[config.mk]
export PLATFORM = sky130hd
export DESIGN_NAME = itf_req_arb
export DESIGN_NICKNAME = d
export VERILOG_FILES = /design/src/rtl/itf_req_arb.sv
export SDC_FILE = /design/constraint.sdc
export NUM_CORES = 1
export LEC_CHECK = 0
export CELL_PAD_IN_SITES_DETAIL_PLACEMENT = 1
export CELL_PAD_IN_SITES_GLOBAL_PLACEMENT = 1
export CORE_UTILIZATION = 37
export DETAILED_ROUTE_END_ITERATION = 10
export PLACE_DENSITY_LB_ADDON = 0.1
export SKIP_CTS_REPAIR_TIMING = 1
export SLEW_MARGIN = 25
export SYNTH_ARGS = -nofsm -noshare
export SYNTH_HDL_FRONTEND = slang
export SYNTH_SLANG_ARGS = --single-unit
export TNS_END_PERCENT = 30
[constraint.sdc]
create_clock -name clk -period 6.2 [get_ports clk]
set_input_delay 1.24 -clock clk [delete_from_list [all_inputs] [get_ports clk]]
set_output_delay 1.24 -clock clk [all_outputs]
set_load 0.005 [all_outputs]
[src/rtl/itf_req_arb.sv]
// ITF port arbiter: registered, aged round-robin selection among read/write ports,
// holding one grant until ITF reports the transfer done.
module itf_req_arb #(
  parameter int unsigned NUM_RDPORT = 2,
  parameter int unsigned NUM_WRPORT = 3,
  parameter int unsigned ADDR_WIDTH = 16,
  parameter int unsigned AGE_WIDTH  = 8,
  parameter int unsigned AGE_LIMIT  = 200,
  localparam int unsigned NUM_PORT  = NUM_RDPORT + NUM_WRPORT,
  localparam int unsigned PW        = (NUM_PORT > 1) ? $clog2(NUM_PORT) : 1
) (
  input  logic                         clk,
  input  logic                         rst_n,
  input  logic [NUM_PORT-1:0]          TOPARB_Urgent,
  input  logic [ADDR_WIDTH*NUM_PORT-1:0] TOPARB_ReqNum,
  output logic                         ARBITF_GntVld,
  output logic [PW-1:0]                ARBITF_GntPort,
  output logic [ADDR_WIDTH-1:0]        ARBITF_GntNum,
  output logic                         ARBITF_GntRd,
  input  logic                         ITFARB_GntRdy,
  input  logic                         ITFARB_Done,
  output logic                         ARB_Busy
);

  typedef enum logic [1:0] {StIdle, StGrant, StBusy} arbState_t;

  arbState_t             stateQ, stateD;
  logic [PW-1:0]         rrPtr;
  logic [AGE_WIDTH-1:0]  age [NUM_PORT];
  logic [PW-1:0]         gntPortQ;
  logic [ADDR_WIDTH-1:0] gntNumQ;
  logic                  gntRdQ;

  logic [NUM_PORT-1:0]   eligible, agedVec, urgVec, classVec;
  logic                  winFound;
  logic [PW-1:0]         winIdx;
  logic                  accept;

  always_comb begin
    for (int j = 0; j < NUM_PORT; j++) begin
      eligible[j] = (TOPARB_ReqNum[ADDR_WIDTH*j +: ADDR_WIDTH] != '0);
      agedVec[j]  = eligible[j] && (age[j] == AGE_WIDTH'(AGE_LIMIT));
      urgVec[j]   = eligible[j] && TOPARB_Urgent[j];
    end
  end

  // Highest non-empty class wins; round-robin scan from rrPtr within that class.
  always_comb begin
    int unsigned idx;
    classVec = (|agedVec) ? agedVec : ((|urgVec) ? urgVec : eligible);
    winFound = 1'b0;
    winIdx   = '0;
    idx      = 0;
    for (int unsigned k = 0; k < NUM_PORT; k++) begin
      idx = 32'(rrPtr) + k;
      if (idx >= NUM_PORT) idx = idx - NUM_PORT;
      if (!winFound && classVec[idx]) begin
        winFound = 1'b1;
        winIdx   = PW'(idx);
      end
    end
  end

  assign accept = (stateQ == StGrant) && ITFARB_GntRdy;

  always_comb begin
    stateD = stateQ;
    unique case (stateQ)
      StIdle:  if (winFound) stateD = StGrant;
      StGrant: if (ITFARB_GntRdy) stateD = StBusy;
      StBusy:  if (ITFARB_Done) stateD = StIdle;
      default: stateD = StIdle;
    endcase
  end

  always_ff @(posedge clk or negedge rst_n) begin
    if (!rst_n) begin
      stateQ   <= StIdle;
      rrPtr    <= '0;
      gntPortQ <= '0;
      gntNumQ  <= '0;
      gntRdQ   <= 1'b0;
    end else begin
      stateQ <= stateD;
      if (stateQ == StIdle && winFound) begin
        gntPortQ <= winIdx;
        gntNumQ  <= TOPARB_ReqNum[ADDR_WIDTH*winIdx +: ADDR_WIDTH];
        gntRdQ   <= (32'(winIdx) >= NUM_WRPORT);
      end
      if (stateQ == StBusy && ITFARB_Done) begin
        rrPtr <= (gntPortQ == PW'(NUM_PORT - 1)) ? '0 : gntPortQ + 1'b1;
      end
    end
  end

  always_ff @(posedge clk or negedge rst_n) begin
    if (!rst_n) begin
      for (int j = 0; j < NUM_PORT; j++) age[j] <= '0;
    end else begin
      for (int j = 0; j < NUM_PORT; j++) begin
        if (!eligible[j]) begin
          age[j] <= '0;
        end else if (accept && gntPortQ == PW'(j)) begin
          age[j] <= '0;
        end else if (age[j] != AGE_WIDTH'(AGE_LIMIT)) begin
          age[j] <= age[j] + 1'b1;
        end
      end
    end
  end

  assign ARBITF_GntVld  = (stateQ == StGrant);
  assign ARB_Busy       = (stateQ != StIdle);
  assign ARBITF_GntPort = gntPortQ;
  assign ARBITF_GntNum  = gntNumQ;
  assign ARBITF_GntRd   = gntRdQ;

endmodule

==> run summary <==
The tree is rooted in a clkbuf_16. The count of buffers added on input and output ports is 110. The pin count of the biggest net entering global routing was 66; the share of the clock period used by the worst path after layout was 86.9%. Across all layers, the routed design uses 5428 vias. The number of hold violations in the final report is 0, and the detailed-route wire length per cell is 21.0 um. Detailed placement finished with a half-perimeter wire length of 14.8 mm.

Subtracting the final worst setup slack from the clock period gives 5390 ps. The height of the die is 123 um, and the total CTS buffers is 9. The area growth from synthesis to layout is 32.0%. The path class of the tightest hold or removal check is reg2reg. The floorplan die area was 15100 um2; the maximum net fanout on the critical path was 34. The net count of the finished layout is 843. Summed over all cells, the static leakage comes to 0.00293 uW. The critical path start-end classification is in2reg.

The detailed-route wire length was 19.1 mm; the final worst hold slack was 543 ps. The mean post-synth cell area works out to 8.97 um2. On the final layout, the worst clock skew is 10.3 ps. The count of warnings emitted by yosys was 0. For this configuration, the core starts out at a cell density of 38.4%. For the final cell count without fillers, the log shows 912.

The synthesized net count came out at 719. STA classifies the critical path startpoint as an input pin. Including well taps, the total number of placed cells is 896.

TritonCTS built the clock tree. The run gives 5618 as the via count of the first global-routing pass. The remaining routing DRC violations is 0.

The power density over the cells works out to 664 nW/um2. Global routing used 26.4% of the available tracks. Across the VDD grid, the largest voltage drop is 0.680 mV. Pin placement for this block handled 111 I/O pins. The number of iterations in the first detailed-routing pass is 5, and the fraction of registers with async set or reset after synthesis is 100%.

Detail-routed via count per cell: 5.95. The floorplan step set the die width to 123 um. In the post-synthesis netlist, the biggest area contributors are dfrtp_1 (30%), ha_1 (6.2%), mux2i_1 (4.8%). The tools report the clock net sink count as 65. The placeable core region was 14100 um2; the number of placement rows was 43. After global routing the overflow that remains totals 0. Setup repair after global routing left no endpoint under its margin. The number of distinct library cells after synthesis was 78; the utilization of the core after routing was 50.7%. The tools report the endpoint type of the worst setup path as a flop. For this run, the leading register cell type out of synthesis is dfrtp_1.

The number of antenna diodes in the final layout is 0. Setup violations remaining at the end of the flow were counted as 0. The tools report the max-slew violation count as 0. The remaining max-slew budget at the tightest pin was 34.0%; the post-synthesis instance area was 5410 um2. After synthesis, the largest area contributor takes up 30.1% of total cell area. The number of antenna violations at the first check in global routing was 0; the max-cap check violation count was 0. The flow ran to the end, and the final reports show no timing, DRC or antenna violations. The final antenna-violating net count was 0; the share of post-route cells with drive strength above 1 was 8.47%. After clock tree synthesis, the clock-pin slew on the worst setup and hold paths is 60 ps. The setup TNS is 0 ps. The required time of the worst setup path was 6430 ps; the total power draw was 4740 uW.

In this run, synthesis inferred 0 flip-flops with an integrated enable. The number of instances in the synthesized netlist is 603, and the worst-margin pin slew is 982 ps. The post-synthesis sequential element count came out at 65. The clock tree buffer depth is 2, and the achievable frequency is 186 MHz.

For the register area share after synthesis, the log shows 30.1%. The clock tree synthesis step divided the H-tree into 3 levels. The arrival time of the worst setup path came out at 5620 ps. For this block, the initial DRC count from the detailed router was 275.

The synthesized design spends more area on one cell type than any other, namely dfrtp_1. The tools report the clock insertion delay at the later pin of the skew report as 350 ps. The logs give 30.4 mm for the first-pass GRT wire length and 0.923 for the global placement routability congestion.
[cells by family (layout without fill, tap and decap cells)]
logic type | after synthesis | after routing | synth area share, %
simple gates | 244 | 244 | 25.0
compound gates | 141 | 141 | 20.6
mux | 45 | 45 | 8.76
flops | 65 | 65 | 30.1
buf+inv | 46 | 175 | 3.75
fa+ha+maj | 27 | 27 | 6.24
xor+xnor | 35 | 35 | 5.66
[report_power, final]
group          total [uW]  internal, uW  switching [uW]
registers             829           631             199
logic                3340          1530            1800
clock network         577           356             221
[per-stage QoR]
stage / area (um2) / setup WS, ps
floorplan: 5410 / 1480
global placement: 6810 / 559
detailed placement: 6810 / 522
CTS: 7140 / 882
global route: 7140 / 601
finish: 7140 / 811
[synthesized netlist by cell type (14+ instances only)]
cell type and instances:
nand3_1 28, mux2_1 16, nor2_1 52, nor3_1 16, nor4_1 23, xnor2_1 14, mux2i_1 26, ha_1 27
o22a_1 16, nand2_1 52, o211a_1 16, a21oi_1 22, dfrtp_1 65, inv_1 29, xor2_1 21
[per-layer routing]
metal | vias to the layer above | GRT usage, % | wire length [um]
met5 | - | 0 | 0
met4 | 0 | 8.61 | 401
met3 | 23 | 6.41 | 960
met2 | 154 | 43.7 | 9270
met1 | 2721 | 33.6 | 8500
li1 | 2530 | - | -
[cells in the final DEF (no fill, tap or decap), types with 5 or more instances in the layout]
master and count:
buf_4 18, ha_1 27, nand3_1 28, o21ai_0 9
clkbuf_16 9, xnor2_1 14, o211a_1 16, nor3_1 16
o22a_1 16, nor4_2 6, nand2_1 52, nor4_1 23
a21oi_1 22, a21boi_0 5, clkdlybuf4s50_1 109, xor2_1 21
and4_1 5, a31oi_1 7, mux2i_1 26, inv_1 29
a211oi_1 7, and3_1 12, nor2_1 52, a41oi_1 8
mux2_1 16, nand2b_1 9, nand4_1 8, dfrtp_1 65
a211o_1 5
[worst paths after layout]
| kind | startpoint | endpoint | slack [ps] | cells past startpoint |
|---|---|---|---|---|
| setup / recovery | TOPARB_ReqNum[27] | ARBITF_GntNum[13] | 810 | 13 |
| hold / removal | age[31] | age[31] | 540 | 2 |
| setup reg to reg | rrPtr[1] | ARBITF_GntNum[13] | 1160 | 15 |
| hold reg to reg | age[31] | age[31] | 540 | 2 |
| max in group asynchronous | rst_n | age[23] | 4500 | 2 |
| min in group asynchronous | rst_n | ARBITF_GntNum[8] | 1080 | 2 |
[worst max-delay path, cell delays in order]
cell,delay [ps]
clkdlybuf4s50_1,430
nor4_1,680
a41oi_1,240
o41ai_1,540
a32oi_1,370
mux2_2,390
o2bb2ai_2,150
or2_1,310
a211o_1,310
a21oi_4,150
buf_12,240
mux2_1,350
o211a_1,210
[cell type report]
class / count / area [um2]
clock inverter: 7 / 101
inverter: 29 / 109
multi-input combinational: 492 / 3580
timing repair buffer: 130 / 1270
fill: 1651 / 6960
clock buffer: 9 / 225
tap: 180 / 225
sequential: 65 / 1630
[state kept, by name (all words and copies together), names as in the netlist]
| signal | flops |
|---|---|
| age | 40 |
| ARBITF_GntPort | 3 |
| stateQ | 2 |
| ARBITF_GntNum | 16 |
| rrPtr | 3 |
| ARBITF_GntRd | 1 |
No activity file was read; power rests on OpenSTA's default activity.
